==> src/rtl/projectile_pool.sv <==
// Ball pool for one shooter: spawns on button presses, moves balls each game tick,
// resolves hits against the opposing sprite and tracks that sprite's health.
module projectile_pool #(
  parameter int N_SLOTS    = 9,
  parameter int DIR        = 0,
  parameter int SPEED      = 2,
  parameter int SPAWN_X    = 22,
  parameter int Y_OFFSET   = 7,
  parameter int BALL_W     = 6,
  parameter int BALL_H     = 6,
  parameter int TARGET_X   = 74,
  parameter int TARGET_W   = 22,
  parameter int TARGET_H   = 20,
  parameter int SCREEN_W   = 96,
  parameter int COOLDOWN   = 4,
  parameter int DAMAGE     = 10,
  parameter int MAX_HEALTH = 100
) (
  input  logic                   clk_20Hz,
  input  logic                   reset,
  input  logic                   enable,
  input  logic                   shoot,
  input  logic [5:0]             shooter_top_y,
  input  logic [5:0]             target_top_y,
  input  logic                   shield_on,
  output logic [N_SLOTS-1:0]     ball_en,
  output logic [7*N_SLOTS-1:0]   ball_x,
  output logic [6*N_SLOTS-1:0]   ball_y,
  output logic                   hit_pulse,
  output logic                   blocked_pulse,
  output logic [7:0]             target_health,
  output logic                   target_alive,
  output logic                   pool_full
);

  localparam logic [7:0]  SPD     = 8'(SPEED);
  localparam logic [7:0]  BW_M1   = 8'(BALL_W - 1);
  localparam logic [7:0]  BH_M1   = 8'(BALL_H - 1);
  localparam logic [7:0]  TH_M1   = 8'(TARGET_H - 1);
  localparam logic [7:0]  TX      = 8'(TARGET_X);
  localparam logic [7:0]  TX_END  = 8'(TARGET_X + TARGET_W - 1);
  localparam logic [7:0]  X_LIMIT = 8'(SCREEN_W - BALL_W);
  localparam logic [7:0]  Y_MAX   = 8'(64 - BALL_H);
  localparam logic [7:0]  Y_OFF   = 8'(Y_OFFSET);
  localparam logic [7:0]  CD_LOAD = 8'(COOLDOWN);
  localparam logic [6:0]  SX      = 7'(SPAWN_X);
  localparam logic [15:0] DMG     = 16'(DAMAGE);

  typedef enum logic {RUN, OVER} state_t;

  state_t                 state, state_next;
  logic                   shoot_q;
  logic [7:0]             cooldown, cd_next, hp_next;
  logic [N_SLOTS-1:0]     en_next, free_mask, spawn_mask;
  logic [7*N_SLOTS-1:0]   x_next;
  logic [6*N_SLOTS-1:0]   y_next;
  logic                   hit_next, blk_next, press, spawn_ok;
  logic [4:0]             hits;
  logic [15:0]            dmg;
  logic [7:0]             spawn_y8, ty8;
  logic [5:0]             spawn_y;
  logic [7:0]             xc, xn, yc;
  logic                   vert, horiz;

  assign press      = shoot & ~shoot_q;
  assign free_mask  = ~ball_en;
  // Isolate the lowest free slot as a one-hot mask.
  assign spawn_mask = free_mask & (~free_mask + N_SLOTS'(1));
  assign spawn_y8   = {2'b00, shooter_top_y} + Y_OFF;
  assign spawn_y    = (spawn_y8 > Y_MAX) ? Y_MAX[5:0] : spawn_y8[5:0];
  assign ty8        = {2'b00, target_top_y};
  assign spawn_ok   = press & enable & (state == RUN) & (cooldown == 8'd0) & (|free_mask);

  always_comb begin
    state_next = state;
    en_next    = ball_en;
    x_next     = ball_x;
    y_next     = ball_y;
    cd_next    = cooldown;
    hp_next    = target_health;
    hit_next   = 1'b0;
    blk_next   = 1'b0;
    hits       = 5'd0;
    dmg        = 16'd0;
    xc         = 8'd0;
    xn         = 8'd0;
    yc         = 8'd0;
    vert       = 1'b0;
    horiz      = 1'b0;
    if (state == OVER) begin
      en_next = '0;
    end else if (enable) begin
      for (int i = 0; i < N_SLOTS; i++) begin
        if (ball_en[i]) begin
          xc   = {1'b0, ball_x[7*i +: 7]};
          yc   = {2'b00, ball_y[6*i +: 6]};
          xn   = (DIR == 0) ? (xc + SPD) : (xc - SPD);
          vert = (yc <= ty8 + TH_M1) && (yc + BH_M1 >= ty8);
          horiz = (DIR == 0) ? (xn + BW_M1 >= TX) : (xn <= TX_END);
          if (vert && horiz) begin
            en_next[i] = 1'b0;
            hits       = hits + 5'd1;
          end else if ((DIR == 0) ? (xn > X_LIMIT) : (xc < SPD)) begin
            en_next[i] = 1'b0;
          end else begin
            x_next[7*i +: 7] = xn[6:0];
          end
        end
      end
      if (hits != 5'd0) begin
        if (shield_on) begin
          blk_next = 1'b1;
        end else begin
          hit_next = 1'b1;
          dmg      = {11'd0, hits} * DMG;
          hp_next  = ({8'd0, target_health} <= dmg) ? 8'd0 : (target_health - dmg[7:0]);
        end
      end
      // Spawn only into a slot that was already free at the start of the tick.
      if (spawn_ok) begin
        cd_next = CD_LOAD;
        for (int i = 0; i < N_SLOTS; i++) begin
          if (spawn_mask[i]) begin
            en_next[i]       = 1'b1;
            x_next[7*i +: 7] = SX;
            y_next[6*i +: 6] = spawn_y;
          end
        end
      end else if (cooldown != 8'd0) begin
        cd_next = cooldown - 8'd1;
      end
      if (hp_next == 8'd0) state_next = OVER;
    end
  end

  always_ff @(posedge clk_20Hz) begin
    if (reset) begin
      state         <= RUN;
      shoot_q       <= 1'b0;
      cooldown      <= 8'd0;
      ball_en       <= '0;
      ball_x        <= '0;
      ball_y        <= '0;
      hit_pulse     <= 1'b0;
      blocked_pulse <= 1'b0;
      target_health <= 8'(MAX_HEALTH);
      target_alive  <= 1'b1;
      pool_full     <= 1'b0;
    end else begin
      state         <= state_next;
      shoot_q       <= shoot;
      cooldown      <= cd_next;
      ball_en       <= en_next;
      ball_x        <= x_next;
      ball_y        <= y_next;
      hit_pulse     <= hit_next;
      blocked_pulse <= blk_next;
      target_health <= hp_next;
      target_alive  <= (hp_next != 8'd0);
      pool_full     <= &en_next;
    end
  end

endmodule

==> config.mk <==
export PLATFORM = sky130hd
export DESIGN_NAME = projectile_pool
export DESIGN_NICKNAME = d
export VERILOG_FILES = /design/src/rtl/projectile_pool.sv
export SDC_FILE = /design/constraint.sdc
export NUM_CORES = 1
export LEC_CHECK = 0
export ABC_AREA = 1
export ABC_CLOCK_PERIOD_IN_PS = 11930
export BUFFER_PORTS_ARGS = -buffer_cell sky130_fd_sc_hd__buf_4
export CORE_MARGIN = 2
export CORE_UTILIZATION = 57
export DETAILED_ROUTE_END_ITERATION = 8
export PLACE_DENSITY = 0.89
export SLEW_MARGIN = 20
export SYNTH_ARGS = -nofsm -noshare
export SYNTH_HDL_FRONTEND = slang
export SYNTH_SLANG_ARGS = --single-unit
==> constraint.sdc <==
create_clock -name clk_20Hz -period 11.93 [get_ports clk_20Hz]
set_clock_uncertainty 0.2 [all_clocks]
set_input_delay 0.5965 -clock clk_20Hz [delete_from_list [all_inputs] [get_ports clk_20Hz]]
set_output_delay 0.5965 -clock clk_20Hz [all_outputs]
set_load 0.05 [all_outputs]
==> impl_metrics.ini, run 1 <==
[die]
die_area_mm2 = 0.02310
start_util_pct = 57.56
ios = 155
rows = 54
fp.coreArea_mm2 = 0.02169
die_w_um = 152.0
chipHeight_um = 152.0

[sta]
hold_violations = 0
max_slew_margin_pct = 33.20
layout_setup_ws_ns = 2.362
slew_violations = 0
hold_slack_ns = 0.2233
finalCriticalPeriod_ns = 9.568
fmax_mhz = 104.5
setup_violations = 0
rsz0062_at_grt = false
final.setup.tns_ns = 0
max_slew.worst_pin.slew_ns = 0.9943
fin_crit_sh_pct = 80.20

[worst_setup_path]
crit_slowest_cell = xor2_1
end_kind = register
slowest_delay_ns = 0.70
critical_path.startpoint_type = input port
rr_endpoint = target_alive
r2r-start = ball_y[0]
path_buf_inv = 6
ff2ff_path_depth = 53
worstPathRequired_ns = 12.06
cp.arrival_ns = 9.70
ff2ff_setup_slack_ns = 2.90
crit_family = adder cells
path_class = in -> reg
cp_max_fo = 11

[logic_synthesis]
synthesis.area_mm2 = 0.01248
yosysSeqAreaShare_pct = 22.29
synth_top_area_share_pct = 22.29
yosys.area_share.simple_pct = 27.37
yosys-top-cells-area = dfxtp_1 22%, ha_1 16%, nand2_1 10%
synthAdderAreaFrac_pct = 16.46
syn_inst = 1823
synth_cell_type_count = 59
muxShareOfSynthArea_pct = 0
syn_avg_cell_area_um2 = 6.848
synth_enable_flop_cells = 0
synth_area_leader_cell = dfxtp_1
synth-compound-area-share_pct = 17.65
ys_dominant_reg_cell = dfxtp_1
ys_async_sr_fraction_pct = 0
synth_warnings = 0
synth_top_family_by_area = simple AND/OR/NAND/NOR gates
synth-xor-area-share_pct = 4.911
ys_ff_latch = 139

[hold_path]
whs_path_depth = 3
hp-start = shoot
holdPathEnd = shoot_q
min_path_type = in -> reg

[placement]
placed_area_mm2 = 0.01380
io_buffers = 145
place.gp.congestion = 0.9623
place_ws_ns = 2.037
dpl.hpwl_um = 27080

[job]
maxCapViolations = 0

[global_routing]
grt_max_degree = 75
grt_pass1_vias = 12440
antenna_found_initial = 0
grt_use_total_pct = 31.61
grt_overflow = 0
grt_pass1_wl_um = 60560

[cts]
cts_tree = yes
worstSkewPairLatency_ns = 0.45
cts.clk_slew.worst_paths_ns = 0.06
numCtsBuffers = 17
cts-resized-gates = 0
cts_hold_buf = 0
clk_path_buf_depth = 2
cts_sinks = 139
cts_setup_buffers = 0
htreeDepth = 4
cts-root-buf = clkbuf_16

[routing]
totalWireLength_um = 37170
drt-pass1-iter-count = 5
routedWlPerCell_um = 16.49
drtIter0Drc = 1281
viasPerCell = 5.795
vias = 13060
drc = 0
ant_nets = 0

[power_and_ir_drop]
swShare_pct = 35.95
p_int_w = 0.0009623
pwr-share-comb_pct = 25.5
switchingPower_w = 0.0005401
p_leak_nw = 7.622
power_density_mw_per_mm2 = 104.0
pwr-share-seq_pct = 35.2
pwr-share-clk_pct = 39.2
ir_drop_mv = 0.09216

[layout]
design_area_mm2 = 0.01444
antenna_cells = 0
drive_gt1_share_pct = 14.18
nNetsFinal = 2141
syn2layout_area_growth_pct = 15.67
fillers = 1760

[status]
status = completed
==> metrics by stage <==
stage,cells,total power (W),util (%)
6_report,2254,0.001502,66.57
5_1_grt,2254,0.001565,66.57
4_1_cts,2254,0.001494,66.56
3_5_place_dp,2222,0.0009089,63.61
3_3_place_gp,2222,0.0008931,63.61
2_1_floorplan,1831,0.0008038,-
==> power by group through the flow <==
stage | sequential, W | combinational [W] | clock (W)
final | 0.000529 | 0.000383 | 0.000590
after detailed placement | 0.000538 | 0.000371 | 0
after global placement | 0.000536 | 0.000357 | 0
after global routing | 0.000533 | 0.000421 | 0.000611
after floorplan | 0.000584 | 0.000220 | 0
after CTS | 0.000528 | 0.000376 | 0.000590
==> registers in the layout (all words and copies together) (netlist names) <==
| register | count |
|---|---|
| ball_x | 54 |
| ball_y | 54 |
| ball_en | 9 |
| cooldown | 8 |
| target_health | 8 |
| blocked_pulse | 1 |
| hit_pulse | 1 |
| pool_full | 1 |
| shoot_q | 1 |
| state | 1 |
| target_alive | 1 |
==> final cells by class <==
| cell class | count | area [um^2] | share of cell area, % |
|---|---|---|---|
| inverters | 326 | 1224 | 8.475 |
| clock inverters | 15 | 212.7 | 1.473 |
| clock buffers | 17 | 425.4 | 2.946 |
| well taps | 280 | 350.3 | 2.426 |
| multi-input cells | 1329 | 8333 | 57.71 |
| flip-flops and latches | 139 | 2783 | 19.27 |
| repair buffers | 148 | 1111 | 7.695 |
==> worst reg2reg max path, delay by kind of cell, from the launching register on <==
family                   cells  cell delay [ns]
AO/OA/AOI/OAI                8             1.35
XOR/XNOR                     2             0.28
adder cells (fa/ha/maj)     12             3.63
buffers and inverters        8             0.64
flip-flops                   1             0.43
AND/OR/NAND/NOR             23             2.37
==> metal layers <==
metal  vias to the layer above  share of wire, %  GRT usage, %
li1                       6303                 -             -
met1                      5971                41         39.97
met2                       650                46         51.37
met3                       139               8.7         5.448
met4                         0               4.8         17.18
met5                         -                 0             0
==> cell families (layout without fill, tap and decap cells) <==
group | Yosys count | in the layout
and+or+nand+nor | 712 | 712
AOI/OAI and AO/OA | 375 | 375
buffers and inverters | 363 | 506
adders and majority gates | 163 | 163
DFF | 139 | 139
xor gates and xnor gates | 70 | 70
other | 1 | 9
==> placed cells by master (no fill, tap or decap), drive strengths merged, types with 5 or more instances in the layout <==
| cell | instances |
|---|---|
| nand3b | 19 |
| o21ai | 119 |
| conb | 9 |
| a221oi | 5 |
| dfxtp | 139 |
| buf | 148 |
| ha | 161 |
| xor2 | 59 |
| nand2 | 376 |
| a31oi | 7 |
| xnor2 | 11 |
| o211ai | 51 |
| a211oi | 6 |
| a21oi | 144 |
| nor3 | 14 |
| nor2 | 130 |
| or2 | 10 |
| clkbuf | 17 |
| o21a | 11 |
| clkinv | 8 |
| inv | 326 |
| nand4 | 41 |
| nand3 | 116 |
| o21bai | 9 |
==> Yosys cell counts, drive strengths merged, types with 9 or more instances <==
cell type	count
xor2	59
xnor2	11
nor2	130
a21oi	144
buf	16
nand4	41
o21ai	119
or2	10
o211ai	51
nand2	376
nor3	14
nand3b	19
ha	161
o21a	11
inv	321
dfxtp	139
o21bai	9
nand3	116
clkbuf	21
==> how the worst max path moves through the flow <==
stage / startpoint / to / slack (ns) / depth (start not counted)
2_1_floorplan: target_top_y[1] / target_alive / 3.27 / 52
3_3_place_gp: target_top_y[1] / target_alive / 2.37 / 53
3_5_place_dp: target_top_y[0] / target_alive / 2.04 / 53
4_1_cts: target_top_y[0] / target_alive / 2.45 / 53
5_1_grt: target_top_y[0] / target_alive / 1.58 / 54
6_report: target_top_y[0] / target_alive / 2.36 / 53
Note: power is estimated with default switching activity, not from simulation.
==> run 2: changes to the inputs <==
--- a/config.mk
+++ b/config.mk
@@ -5,8 +5,8 @@
 export SDC_FILE = /design/constraint.sdc
 export NUM_CORES = 1
 export LEC_CHECK = 0
-export ABC_AREA = 1
-export ABC_CLOCK_PERIOD_IN_PS = 11930
+export ABC_AREA = 0
+export ABC_CLOCK_PERIOD_IN_PS = 9200
 export BUFFER_PORTS_ARGS = -buffer_cell sky130_fd_sc_hd__buf_4
 export CORE_MARGIN = 2
 export CORE_UTILIZATION = 57
==> constraint.sdc (replaced) <==
create_clock -name clk_20Hz -period 9.2 [get_ports clk_20Hz]
set_clock_uncertainty 0.2 [all_clocks]
set_input_delay 0.46 -clock clk_20Hz [delete_from_list [all_inputs] [get_ports clk_20Hz]]
set_output_delay 0.46 -clock clk_20Hz [all_outputs]
set_load 0.05 [all_outputs]
==> run 2 against run 1 <==
Compared with the run above:
- via count fell by 3.8%
- critical path depth fell by 7
- combinational power rose by 5.7%
- clock power rose by 13%
- largest power group is now registers
==> impl_metrics.ini, run 2 <==
[worst_setup_path]
ff2ff_path_depth = 43
end_kind = register
worstPathRequired_ns = 9.30
cp_max_fo = 3
cp.arrival_ns = 9.01
path_class = in -> reg
critical_path.startpoint_type = input port
slowest_delay_ns = 0.52
crit_slowest_cell = or4_1
cpMostUsedCell = ha_4

[sta]
finalCriticalPeriod_ns = 8.902
fin_crit_sh_pct = 96.76
final.setup.tns_ns = 0
max_slew_margin_pct = 22.10
slew_violations = 0
setup_violations = 0
fmax_mhz = 112.3
max_slew.worst_pin.slew_ns = 1.164
hold_violations = 0

[die]
start_util_pct = 57.60
die_area_mm2 = 0.02222
rows = 53
chipHeight_um = 149.1
ios = 155
die_w_um = 149.1
fp.coreArea_mm2 = 0.02082

[logic_synthesis]
synth_most_common_cell = nor2_1
synth_area_leader_cell = dfxtp_1
synth-xor-area-share_pct = 6.228
syn_avg_cell_area_um2 = 7.943
muxShareOfSynthArea_pct = 1.137
yosys.area_share.simple_pct = 22.53
ys_async_sr_fraction_pct = 0
synth_warnings = 0
synthAdderAreaFrac_pct = 17.30
synth_enable_flop_cells = 0
synth_cell_type_count = 94
yosysSeqAreaShare_pct = 23.20
synth_common_cells = 180 x nor2_1, 161 x ha_1, 139 x dfxtp_1, 124 x nand2_1, 117 x a21oi_1
synthesis.area_mm2 = 0.01199
yosys-top-cells-area = dfxtp_1 23%, ha_1 17%, nor2_1 5.6%
ys_ff_latch = 139
syn_inst = 1510
synth_top_family_by_area = compound AO/OA/AOI/OAI gates
synth_top_area_share_pct = 23.20
ys_dominant_reg_cell = dfxtp_1
synth-compound-area-share_pct = 25.14

[routing]
ant_nets = 0
routedWlPerCell_um = 18.67
drtIter0Drc = 1128
viasPerCell = 6.411
drc = 0
vias = 12570
drt-pass1-iter-count = 6
totalWireLength_um = 36610

[power_and_ir_drop]
pwr-share-seq_pct = 38.5
pwr-share-comb_pct = 23.3
pwr-share-clk_pct = 38.2
power_density_mw_per_mm2 = 120.4
p_leak_nw = 6.081
ir_drop_mv = 0.1548
switchingPower_w = 0.0005726
p_int_w = 0.001169
swShare_pct = 32.88

[status]
status = completed

[placement]
dpl.hpwl_um = 25950
placed_area_mm2 = 0.01370
place.gp.congestion = 0.9714
io_buffers = 145

[layout]
syn2layout_area_growth_pct = 20.56
fin_util_pct = 69.44
top_regs = ball_x: 54 flops, ball_y: 54 flops, ball_en: 9 flops
drive_gt1_share_pct = 18.51
final_common_cell = buf_4
antenna_cells = 0
nNetsFinal = 1854
layout_common_cells = 193 x buf_4, 178 x nor2_1, 150 x ha_1
design_area_mm2 = 0.01446

[job]
maxCapViolations = 0

[cts]
cts-root-buf = clkbuf_16
cts_sinks = 139
htreeDepth = 4
worstSkewPairLatency_ns = 0.44
cts.clk_slew.worst_paths_ns = 0.06
clk_path_buf_depth = 2
cts_hold_buf = 0
numCtsBuffers = 17
cts_tree = yes

[global_routing]
antenna_found_initial = 0
grt_max_degree = 93
grt_pass1_vias = 11940
grt_use_total_pct = 32.14
grt_overflow = 0
grt_pass1_wl_um = 58020

[hold_path]
whs_path_depth = 2
min_path_type = in -> reg
==> run 2: cell types whose count changed after synthesis, moves of 26 or more <==
| cell | previous run | this run |
|---|---|---|
| a211oi_1 | 6 | 54 |
| inv_1 | 310 | 70 |
| nand2_1 | 342 | 124 |
| nand2_2 | 27 | 0 |
| nand3_1 | 96 | 35 |
| nor2_1 | 115 | 180 |
| nor3_1 | 14 | 40 |
| o211ai_1 | 51 | 13 |
| o21ai_0 | 106 | 64 |
| xnor2_1 | 11 | 53 |
| xor2_1 | 59 | 27 |
==> run 2: critical path: cells and delay by family <==
kind | cells | cell delay, ns
buffers and inverters | 6 | 0.46
adders and majority gates | 12 | 3.18
and+or+nand+nor | 15 | 2.54
AOI/OAI and AO/OA | 10 | 1.72
xor gates and xnor gates | 2 | 0.34
muxes | 1 | 0.30
==> run 2: final timing paths <==
path                 endpoint  slack (ns)             start
max reg2reg      target_alive        0.32         ball_y[7]
min                   shoot_q        0.07             shoot
min reg2reg  target_health[7]        0.31  target_health[7]
max              target_alive        0.30   target_top_y[1]
==> run 2: power groups by stage <==
stage	Combinational [W]	Clock, W	Sequential [W]
floorplan	0.000235	0	0.000714
global placement	0.000365	0	0.000679
detailed placement	0.000381	0	0.000682
CTS	0.000387	0.000665	0.000669
global route	0.000438	0.000693	0.000675
finish	0.000405	0.000665	0.000671
==> run 2: area by class of cell <==
class                      count  area, um^2
multi-input combinational   1249        9007
clock buffer                  24       491.7
sequential                   139        2788
timing repair buffer         196        1483
clock inverter                 7       65.06
inverter                      71       281.5
tap                          275       344.1
fill                        1573        6362
==> run 2: per-stage QoR <==
| stage | worst slack, ns | hold WS, ns | cells | power (W) |
|---|---|---|---|---|
| finish | 0.2976 | 0.07109 | 1961 | 0.001741 |
| global route | -0.05529 | 0.08471 | 1961 | 0.001806 |
| CTS | 0.04963 | 0.07189 | 1957 | 0.001722 |
| detailed placement | -0.3547 | 0.2940 | 1926 | 0.001062 |
| global placement | -0.07374 | 0.2810 | 1926 | 0.001044 |
| floorplan | 0.04550 | 0.2706 | 1518 | 0.0009490 |
==> run 2: routing by layer <==
layer  track usage (%)  part of all wire [%]
met4             16.57                   4.6
met2             52.76                    46
met5                 0                     0
met3             7.034                   8.8
met1             39.61                    41
==> run 2: timing repair <==
action	4_1_cts	5_1_grt
buffers inserted	0	4
setup endpoints to repair	0	10
gates resized for setup	0	38
==> run 2: kinds of logic after synthesis <==
group	after synthesis
xor+xnor	82
buf+inv	130
fa+ha+maj	165
mux	13
compound gates	430
flops	139
other cells	1
simple gates	550
